`config.mk`:
```
export PLATFORM = sky130hd
export DESIGN_NAME = capture_ctrl
export DESIGN_NICKNAME = d
export VERILOG_FILES = /design/src/rtl/scope_pkg.sv /design/src/rtl/trig_detect.sv /design/src/rtl/capture_ctrl.sv
export SDC_FILE = /design/constraint.sdc
export NUM_CORES = 1
export LEC_CHECK = 0
export CAP_MARGIN = 20
export CORE_ASPECT_RATIO = 0.75
export CORE_MARGIN = 8
export CORE_UTILIZATION = 48
export DETAILED_ROUTE_END_ITERATION = 6
export HOLD_SLACK_MARGIN = 0.03
export PLACE_DENSITY = 0.81
export RECOVER_POWER = 25
export SYNTH_ARGS = -nofsm -noshare
export SYNTH_HDL_FRONTEND = slang
export SYNTH_HIERARCHICAL = 1
export SYNTH_SLANG_ARGS = --single-unit
export TNS_END_PERCENT = 1
```
`constraint.sdc`:
```
create_clock -name sys_clk -period 3 [get_ports sys_clk]
set_clock_uncertainty 0.05 [all_clocks]
set_input_delay 0.6 -clock sys_clk [delete_from_list [all_inputs] [get_ports sys_clk]]
set_output_delay 0.6 -clock sys_clk [all_outputs]
set_load 0.02 [all_outputs]
```
`src/rtl/scope_pkg.sv`:
```
// Shared types for the scope capture path: capture states, slope encoding, sample type.
package scope_pkg;

    typedef enum logic [2:0] {
        ST_IDLE,
        ST_PRETRIG,
        ST_ARMED,
        ST_POST,
        ST_DONE
    } cap_state_t;

    localparam logic SLOPE_RISE = 1'b0;
    localparam logic SLOPE_FALL = 1'b1;

    typedef logic [7:0] sample_t;

endpackage

```
`src/rtl/trig_detect.sv`:
```
// Edge trigger comparator: keeps the previous written sample and flags a level crossing.
module trig_detect
    import scope_pkg::*;
(
    input  logic    sys_clk,
    input  logic    rst,
    input  logic    clr,
    input  logic    upd,
    input  sample_t cur,
    input  sample_t level,
    input  logic    slope,
    output logic    hit
);

    sample_t prev;
    logic    have_prev;

    always_ff @(posedge sys_clk) begin
        if (rst || clr) begin
            prev      <= '0;
            have_prev <= 1'b0;
        end else if (upd) begin
            prev      <= cur;
            have_prev <= 1'b1;
        end
    end

    always_comb begin
        hit = 1'b0;
        unique case (slope)
            SLOPE_RISE: hit = have_prev && (prev < level) && (cur >= level);
            SLOPE_FALL: hit = have_prev && (prev > level) && (cur <= level);
        endcase
    end

endmodule

```
`src/rtl/capture_ctrl.sv`:
```
// Single-shot acquisition sequencer writing ADC samples into a ring RAM.
// Define AUTO_TRIG_EN to build the forced-trigger timeout counter.
module capture_ctrl
    import scope_pkg::*;
#(
    parameter int ADDR_W       = 10,
    parameter int PRE_TRIG     = 512,
    parameter int AUTO_TIMEOUT = 65536
) (
    input  logic              sys_clk,
    input  logic              rst,
    input  logic              sample_valid,
    input  logic [7:0]        sample_data,
    input  logic              arm,
    input  logic              abort,
    input  logic [7:0]        trig_level,
    input  logic              trig_slope,
    output logic              wr_en,
    output logic [ADDR_W-1:0] wr_addr,
    output logic [7:0]        wr_data,
    output logic              busy,
    output logic              capture_done,
    output logic [ADDR_W-1:0] trig_addr,
    output logic [ADDR_W-1:0] frame_start,
    output logic              auto_trig
);

    localparam int                DEPTH    = 2 ** ADDR_W;
    localparam logic [ADDR_W-1:0] PRE_LAST = ADDR_W'(PRE_TRIG - 1);
    localparam logic [ADDR_W-1:0] PRE_OFF  = ADDR_W'(PRE_TRIG);
    localparam logic [ADDR_W-1:0] POST_LEN = ADDR_W'(DEPTH - PRE_TRIG - 1);

    cap_state_t        state;
    logic [ADDR_W-1:0] ptr;
    logic [ADDR_W-1:0] pre_cnt;
    logic [ADDR_W-1:0] post_cnt;
    logic              hit;
    logic              timeout;
    logic              writing;
    logic              arm_start;
    logic              enter_armed;
    logic              trig_now;

    // POST with nothing left holds off writes for the single cycle before DONE
    assign writing = sample_valid && !abort &&
                     ((state == ST_PRETRIG) || (state == ST_ARMED) ||
                      ((state == ST_POST) && (post_cnt != '0)));
    assign arm_start   = arm && !abort && ((state == ST_IDLE) || (state == ST_DONE));
    assign enter_armed = (state == ST_PRETRIG) && writing && (pre_cnt == PRE_LAST);
    assign trig_now    = (state == ST_ARMED) && writing && (hit || timeout);

    trig_detect u_trig (
        .sys_clk (sys_clk),
        .rst     (rst),
        .clr     (arm_start),
        .upd     (writing),
        .cur     (sample_data),
        .level   (trig_level),
        .slope   (trig_slope),
        .hit     (hit)
    );

`ifdef AUTO_TRIG_EN
    logic [31:0] auto_cnt;

    assign timeout = (auto_cnt == 32'(AUTO_TIMEOUT - 1));

    always_ff @(posedge sys_clk) begin
        if (rst || enter_armed) begin
            auto_cnt <= '0;
        end else if ((state == ST_ARMED) && writing) begin
            auto_cnt <= auto_cnt + 32'd1;
        end
    end
`else
    logic unused_auto_timeout;

    assign timeout             = 1'b0;
    assign unused_auto_timeout = (AUTO_TIMEOUT < 0);
`endif

    always_ff @(posedge sys_clk) begin
        if (rst) begin
            state        <= ST_IDLE;
            ptr          <= '0;
            pre_cnt      <= '0;
            post_cnt     <= '0;
            wr_en        <= 1'b0;
            wr_addr      <= '0;
            wr_data      <= '0;
            busy         <= 1'b0;
            capture_done <= 1'b0;
            trig_addr    <= '0;
            frame_start  <= '0;
            auto_trig    <= 1'b0;
        end else begin
            wr_en <= 1'b0;
            if (writing) begin
                wr_en   <= 1'b1;
                wr_addr <= ptr;
                wr_data <= sample_data;
                ptr     <= ptr + ADDR_W'(1);
            end
            if (abort) begin
                state        <= ST_IDLE;
                busy         <= 1'b0;
                capture_done <= 1'b0;
            end else begin
                case (state)
                    ST_IDLE, ST_DONE: begin
                        if (arm) begin
                            state        <= ST_PRETRIG;
                            busy         <= 1'b1;
                            capture_done <= 1'b0;
                            ptr          <= '0;
                            pre_cnt      <= '0;
                            post_cnt     <= '0;
                            auto_trig    <= 1'b0;
                        end
                    end
                    ST_PRETRIG: begin
                        if (writing) begin
                            pre_cnt <= pre_cnt + ADDR_W'(1);
                            if (pre_cnt == PRE_LAST) state <= ST_ARMED;
                        end
                    end
                    ST_ARMED: begin
                        if (trig_now) begin
                            trig_addr   <= ptr;
                            frame_start <= ptr - PRE_OFF;
                            auto_trig   <= ~hit;
                            post_cnt    <= POST_LEN;
                            state       <= ST_POST;
                        end
                    end
                    ST_POST: begin
                        if (post_cnt == '0) begin
                            state        <= ST_DONE;
                            busy         <= 1'b0;
                            capture_done <= 1'b1;
                        end else if (writing) begin
                            post_cnt <= post_cnt - ADDR_W'(1);
                        end
                    end
                    default: state <= ST_IDLE;
                endcase
            end
        end
    end

endmodule

```
Yosys cells after proc, flatten, opt, wreduce, memory -nomap -nowiden:

Index checks and enable logic that the tools add are counted.
W data, S select, Z words.

* register bits after elaboration: 84
* input bits: 22
* output and inout port bits: 42
* word-level logic and storage cells: 95

* add/sub/neg operators: 4
* $lt $le $gt $ge: 4
* equal/unequal tests: 12
* multiplexer cells: 27
* bitwise gates (word level): 3
* reductions and logical operators: 31

Operators by type and width (number)
* $mux W10: 9
* $pmux W10 S3: 1
* $add A10 B1 Y10 const B: 2
* $pmux W10 S2: 1
* $mux W3: 5
* $pmux W3 S4: 1
* $logic_and A1 B1 Y1: 11
* $eq A10 B9 Y1 const B: 1
* $logic_not A10 Y1: 1
* $ne A2 B2 Y1 const B: 5
* $reduce_bool A10 Y1: 1
* $sub A10 B1 Y10 const B: 1
* $sub A10 B10 Y10 const B: 1
* $ge A8 B8 Y1: 1
* $gt A8 B8 Y1: 1
* $le A8 B8 Y1: 1
* $lt A8 B8 Y1: 1
* $pmux W1 S2: 4
* $reduce_and A4 Y1: 2
* $eq A3 B2 Y1 const B: 2
* $mux W1: 6
* $reduce_and A3 Y1: 2
* $reduce_and A6 Y1: 1
* $reduce_bool A2 Y1: 3
* other kinds (10): 17

Longest topological paths before layout:

* word-level depth: 8
* mapped depth: 12
* gate-level depth less buffers: 11

By module:

The synthesis kept the hierarchy.

Modules (own cells, without submodules)
* capture_ctrl: times used 1, cells each 376, area an instance 3224.3 um2, seq. area each 1321.3 um2
* trig_detect: times used 1, cells each 84, area an instance 725.7 um2, seq. area each 180.2 um2

Worst setup path after synthesis:

No wires, ideal clock.

* path kind: input-to-reg
* start: input port trig_level[7]
* end: register post_cnt[4]
* setup time: 0.087 ns
* data arrival time: 2.827 ns
* data required time: 2.863 ns
* path slack: 0.036 ns
* stages: 12
* buffers on the path: 1
* cells stage by stage: inv_1 ha_1 nand4_1 or2_0 or2b_1 o2111ai_1 o21ai_2 or2_2 a31oi_1 clkbuf_1 o31ai_1 a221oi_2

* longest elaborated chain between the ends: 7
* elaborated cells between the ends (all ways): 12
* those cells by class: 4 x order compare; 1 x eq/ne; 1 x mux; 6 x reduce/logical

Ends and longest elaborated chain
* start, declared: line capture_ctrl.sv:16 `input logic [7:0] trig_level,`
* $gt A8 B8 Y1 or $lt A8 B8 Y1 (tied branches): line trig_detect.sv:32, trig_detect.sv:31
* $logic_and A1 B1 Y1, on equally long branches (2 in a row): line trig_detect.sv:32, trig_detect.sv:31
* $pmux W1 S2 *: line trig_detect.sv:30 `unique case (slope)`
* named net hit: line capture_ctrl.sv:37 `logic hit;`
* $logic_and A1 B1 Y1 *: line capture_ctrl.sv:50 `assign trig_now = (state == ST_ARMED) && writing && (hit || timeout);`
* $ne A2 B2 Y1 (no source line) *
* $reduce_and A6 Y1 (no source line) *
* end signal, assigned: line capture_ctrl.sv:142 `post_cnt <= post_cnt - ADDR_W'(1);`
* end, declared: line capture_ctrl.sv:36 `logic [ADDR_W-1:0] post_cnt;`

The timed path passes the listed nets; every way through them passes the cells marked *.
A chain may end at the register's enable or synchronous reset.

Final worst setup path:

* start: input port trig_level[1]
* end: register post_cnt[7]

Same word-level chain as after synthesis.

==> out/metrics.cfg <==
[power]
switchingPower_uw=571
swShare_pct=27.3
total_leakage_power_uw=0.00185
pwr_density_cell_nw_per_um2=407
clock_power_share_pct=37.7
combPwrFrac_pct=13.2
cellInternalPower_uw=1520
p_seq_share_pct=49.1
vdd.ir_drop.worst_mv=0.387

[floorplan]
dieArea_um2=11400
effective_utilization_at_floorplan_pct=49.7
floorplan.die.width_um=121
core.rowCount=28
die-height_um=94.6
core_um2=7950
io_pins=64

[setup_path]
setup.worst_path.start_class=input port
critical_path_origin=trig_level[1]
timing.critical_path.required_ps=3180
largest_fanout_of_any_net_on_the_critical_path=5
timing.critical_path.to_type=register
worstSetupPathType=input port to register
delay_of_the_slowest_cell_on_the_worst_path_ps=340
cell_by_cell_listing_of_the_critical_path=dlygate4sd2_1 > inv_2 > ha_4 > nor2b_1 > o211ai_1 > a21o_1 > a221o_1 > o21ai_2 > or2_4 > a31oi_4 > buf_6 > buf_4 > o311ai_1 > o31ai_1
worst_path_max_delay_cell=sky130_fd_sc_hd__a221o_1
r2r_setup_slack_ps=280
worst-endpoint-arrival_ps=3080
worst_r2r_path_depth=12
rr_startpoint=u_trig/prev[1]
regToRegEndpoint=post_cnt[7]

[clock_network]
cts_buffer_depth=2
tritoncts.num_buffers=9
clock_insertion_delay_worst_skew_ps=360
clock_tree_sinks=75
cell_at_the_root_of_the_clock_tree=sky130_fd_sc_hd__clkbuf_8
clkSlewWorstSetupHoldPaths_ps=80
tritoncts=yes
cts-htree-levels=3

[timing]
report.final.hold_viol_count=0
period_needed_ps=2900
pins_over_their_slew_limit=0
fin_ws_ps=99.6
rsz0062_at_grt=false
max_slew.worst_pin.slew_ps=1070
layout_worst_path_cycle_share_pct=96.7
max_freq_ghz=0.345
timing.slew.headroom_pct=27.6
setup_viol=0

[route]
detail_route.vias_per_cell=5.90
num_vias=3773
drc_errors=0
route.final.wire_length_um=10900
first_pass_iters=5
drt-initial-drc-count=326
ant_nets_after_route=0
routedWlPerCell_um=17.0

[synthesis]
syn_avg_cell_area_um2=8.59
postSynthNetCount=502
synth.top_cells.by_count=sky130_fd_sc_hd__dfxtp_1 (75), sky130_fd_sc_hd__a21oi_1 (52), sky130_fd_sc_hd__nor2_1 (34), sky130_fd_sc_hd__nand3_1 (28), sky130_fd_sc_hd__o21ai_0 (26)
ys_ff_latch=75
yosys_warnings=6
edff_count_synth=0
synth_top_cell_area_share_pct=38.0
post_synth_num_cell_types=57
post-synth-top-area-cell=sky130_fd_sc_hd__dfxtp_1
yosysMostFrequentCell=sky130_fd_sc_hd__dfxtp_1
post_synth_inst_count=460
syn-cell-area_um2=3950
postSynth.asyncResetShare_pct=0
synth.yosys.seq_area_share_pct=38.0
dominantRegCellSynth=sky130_fd_sc_hd__dfxtp_1
synth_area_leaders=sky130_fd_sc_hd__dfxtp_1 (38%), sky130_fd_sc_hd__a21oi_1 (6.6%), sky130_fd_sc_hd__ha_1 (6.3%), sky130_fd_sc_hd__mux2i_1 (5.1%), sky130_fd_sc_hd__o31ai_1 (3.6%)

[global_routing]
grt_use_met1_pct=23.5
global_route.peak_usage_layer=met2
grt_util_all_layers_pct=19.4
grt.overflow.total=0
grt_first_pass_wirelength_um=18100
grt_start_max_net_pins=39
grt_antenna_before_repair=0
vias_in_the_first_global_route=3747
grt_util_met2_pct=33.1
met3_usage_pct=5.49

[cells_and_area]
antennaDiodeCount=0
syn_to_final_growth_pct=30.0
layout.cell_area.non_filler_um2=5130
ratio_of_cells_with_drive_above_1_in_the_final_layout_pct=17.4
nNetsFinal=572

[flow_run]
max_cap_violations=0

[min_path]
worstHoldPathCells=2
min-delay-path-class=register to register
worstHoldEndpoint=wr_addr[9]
hp-start=wr_addr[9]

[place]
place_hpwl_um=7720
placed_cell_area_um2=4740
preCtsSetupSlack_ps=-542
place.gp.congestion=0.879
port_buffers=63

[outcome]
outcome=finished clean

-- critical path, delay by kind of cell --
family	cells	cell delay, ps
buffers and inverters	4	580
and+or+nand+nor	2	280
AOI/OAI and AO/OA	7	1340
adders and majority gates	1	270
-- power by group through the flow --
stage	combinational [uW]	sequential, uW	clock (uW)
global placement	242	1050	0
floorplan	153	1050	0
detailed placement	251	1050	0
CTS	274	1030	811
global route	302	1030	854
finish	276	1030	789
-- metrics by stage --
stage               total power [uW]  hold WS [ps]  cells  util, %  TNS [ps]
detailed placement              1300           416    619     59.6     -8170
floorplan                       1200           398    460        -         0
global placement                1290           407    619     59.6     -4970
CTS                             2110           432    639     64.5         0
finish                          2090           427    640     64.6         0
global route                    2180           443    640     64.6         0
-- worst max-delay path by stage --
| stage | to |
|---|---|
| floorplan | post_cnt[4] |
| global route | post_cnt[6] |
| global placement | post_cnt[2] |
| detailed placement | post_cnt[3] |
| CTS | post_cnt[1] |
| finish | post_cnt[7] |
-- routing by layer --
metal	vias to the layer above	share of wire (%)
li1	1835	-
met1	1801	44
met2	128	49
met3	9	5.8
met4	0	0.93
met5	-	0
-- sequential cells by signal, summed over array words and instances, names as in the netlist --
register,cells
post_cnt,10
wr_data,8
busy,1
u_trig/have_prev,1
wr_en,1
ptr,10
u_trig/prev,8
wr_addr,10
pre_cnt,10
state,3
frame_start,1
trig_addr,10
capture_done,1
auto_trig,1
-- kinds of logic (layout without fill, tap and decap cells) --
family / Yosys count / in the layout / synth area share [%]
buffers and inverters: 57 / 132 / 6.68
multiplexers: 20 / 20 / 5.07
XOR/XNOR: 3 / 3 / 0.665
adder cells (fa/ha/maj): 20 / 20 / 6.34
AND/OR/NAND/NOR: 157 / 157 / 22.7
flip-flops: 75 / 75 / 38.0
AO/OA/AOI/OAI: 128 / 128 / 20.5
-- area by class of cell --
class | count | area, um^2
fillers | 664 | 2820
well taps | 105 | 131
flip-flops and latches | 75 | 1500
clock inverters | 7 | 73.8
multi-input cells | 328 | 2360
inverters | 19 | 71.3
clock buffers | 9 | 124
repair buffers | 97 | 871
-- placed cells by master, fill, tap and decap left out, types with 3 or more instances in the layout --
cell type / instances
sky130_fd_sc_hd__a221oi_2: 5
sky130_fd_sc_hd__buf_4: 29
sky130_fd_sc_hd__inv_2: 8
sky130_fd_sc_hd__a2111o_1: 3
sky130_fd_sc_hd__nand2_1: 17
sky130_fd_sc_hd__clkdlybuf4s50_1: 25
sky130_fd_sc_hd__dlygate4sd2_1: 14
sky130_fd_sc_hd__a211oi_1: 3
sky130_fd_sc_hd__o21ai_0: 26
sky130_fd_sc_hd__clkbuf_8: 9
sky130_fd_sc_hd__ha_4: 12
sky130_fd_sc_hd__nand3_1: 28
sky130_fd_sc_hd__o211ai_1: 4
sky130_fd_sc_hd__ha_1: 8
sky130_fd_sc_hd__nor3b_1: 5
sky130_fd_sc_hd__or4_1: 11
sky130_fd_sc_hd__nand4_1: 10
sky130_fd_sc_hd__and4_1: 3
sky130_fd_sc_hd__or3_1: 5
sky130_fd_sc_hd__nand3b_1: 3
sky130_fd_sc_hd__nand2b_1: 4
sky130_fd_sc_hd__o31ai_1: 19
sky130_fd_sc_hd__mux2i_1: 20
sky130_fd_sc_hd__or2_2: 6
sky130_fd_sc_hd__nor3_1: 6
sky130_fd_sc_hd__inv_6: 3
sky130_fd_sc_hd__a21oi_1: 51
sky130_fd_sc_hd__dlygate4sd3_1: 22
sky130_fd_sc_hd__nor2_1: 34
sky130_fd_sc_hd__dfxtp_1: 75
sky130_fd_sc_hd__inv_1: 11
sky130_fd_sc_hd__nor2b_1: 6
sky130_fd_sc_hd__nor4_1: 4
-- timing repair --
item / 4_1_cts / 5_1_grt
setup endpoints to repair: 12 / 17
pin swaps: 28 / 10
gates resized for setup: 44 / 5
setup buffers: 3 / 1
cloned: 1 / 0
hold buffers: 0 / 0
(Power assumes the default switching activity.)
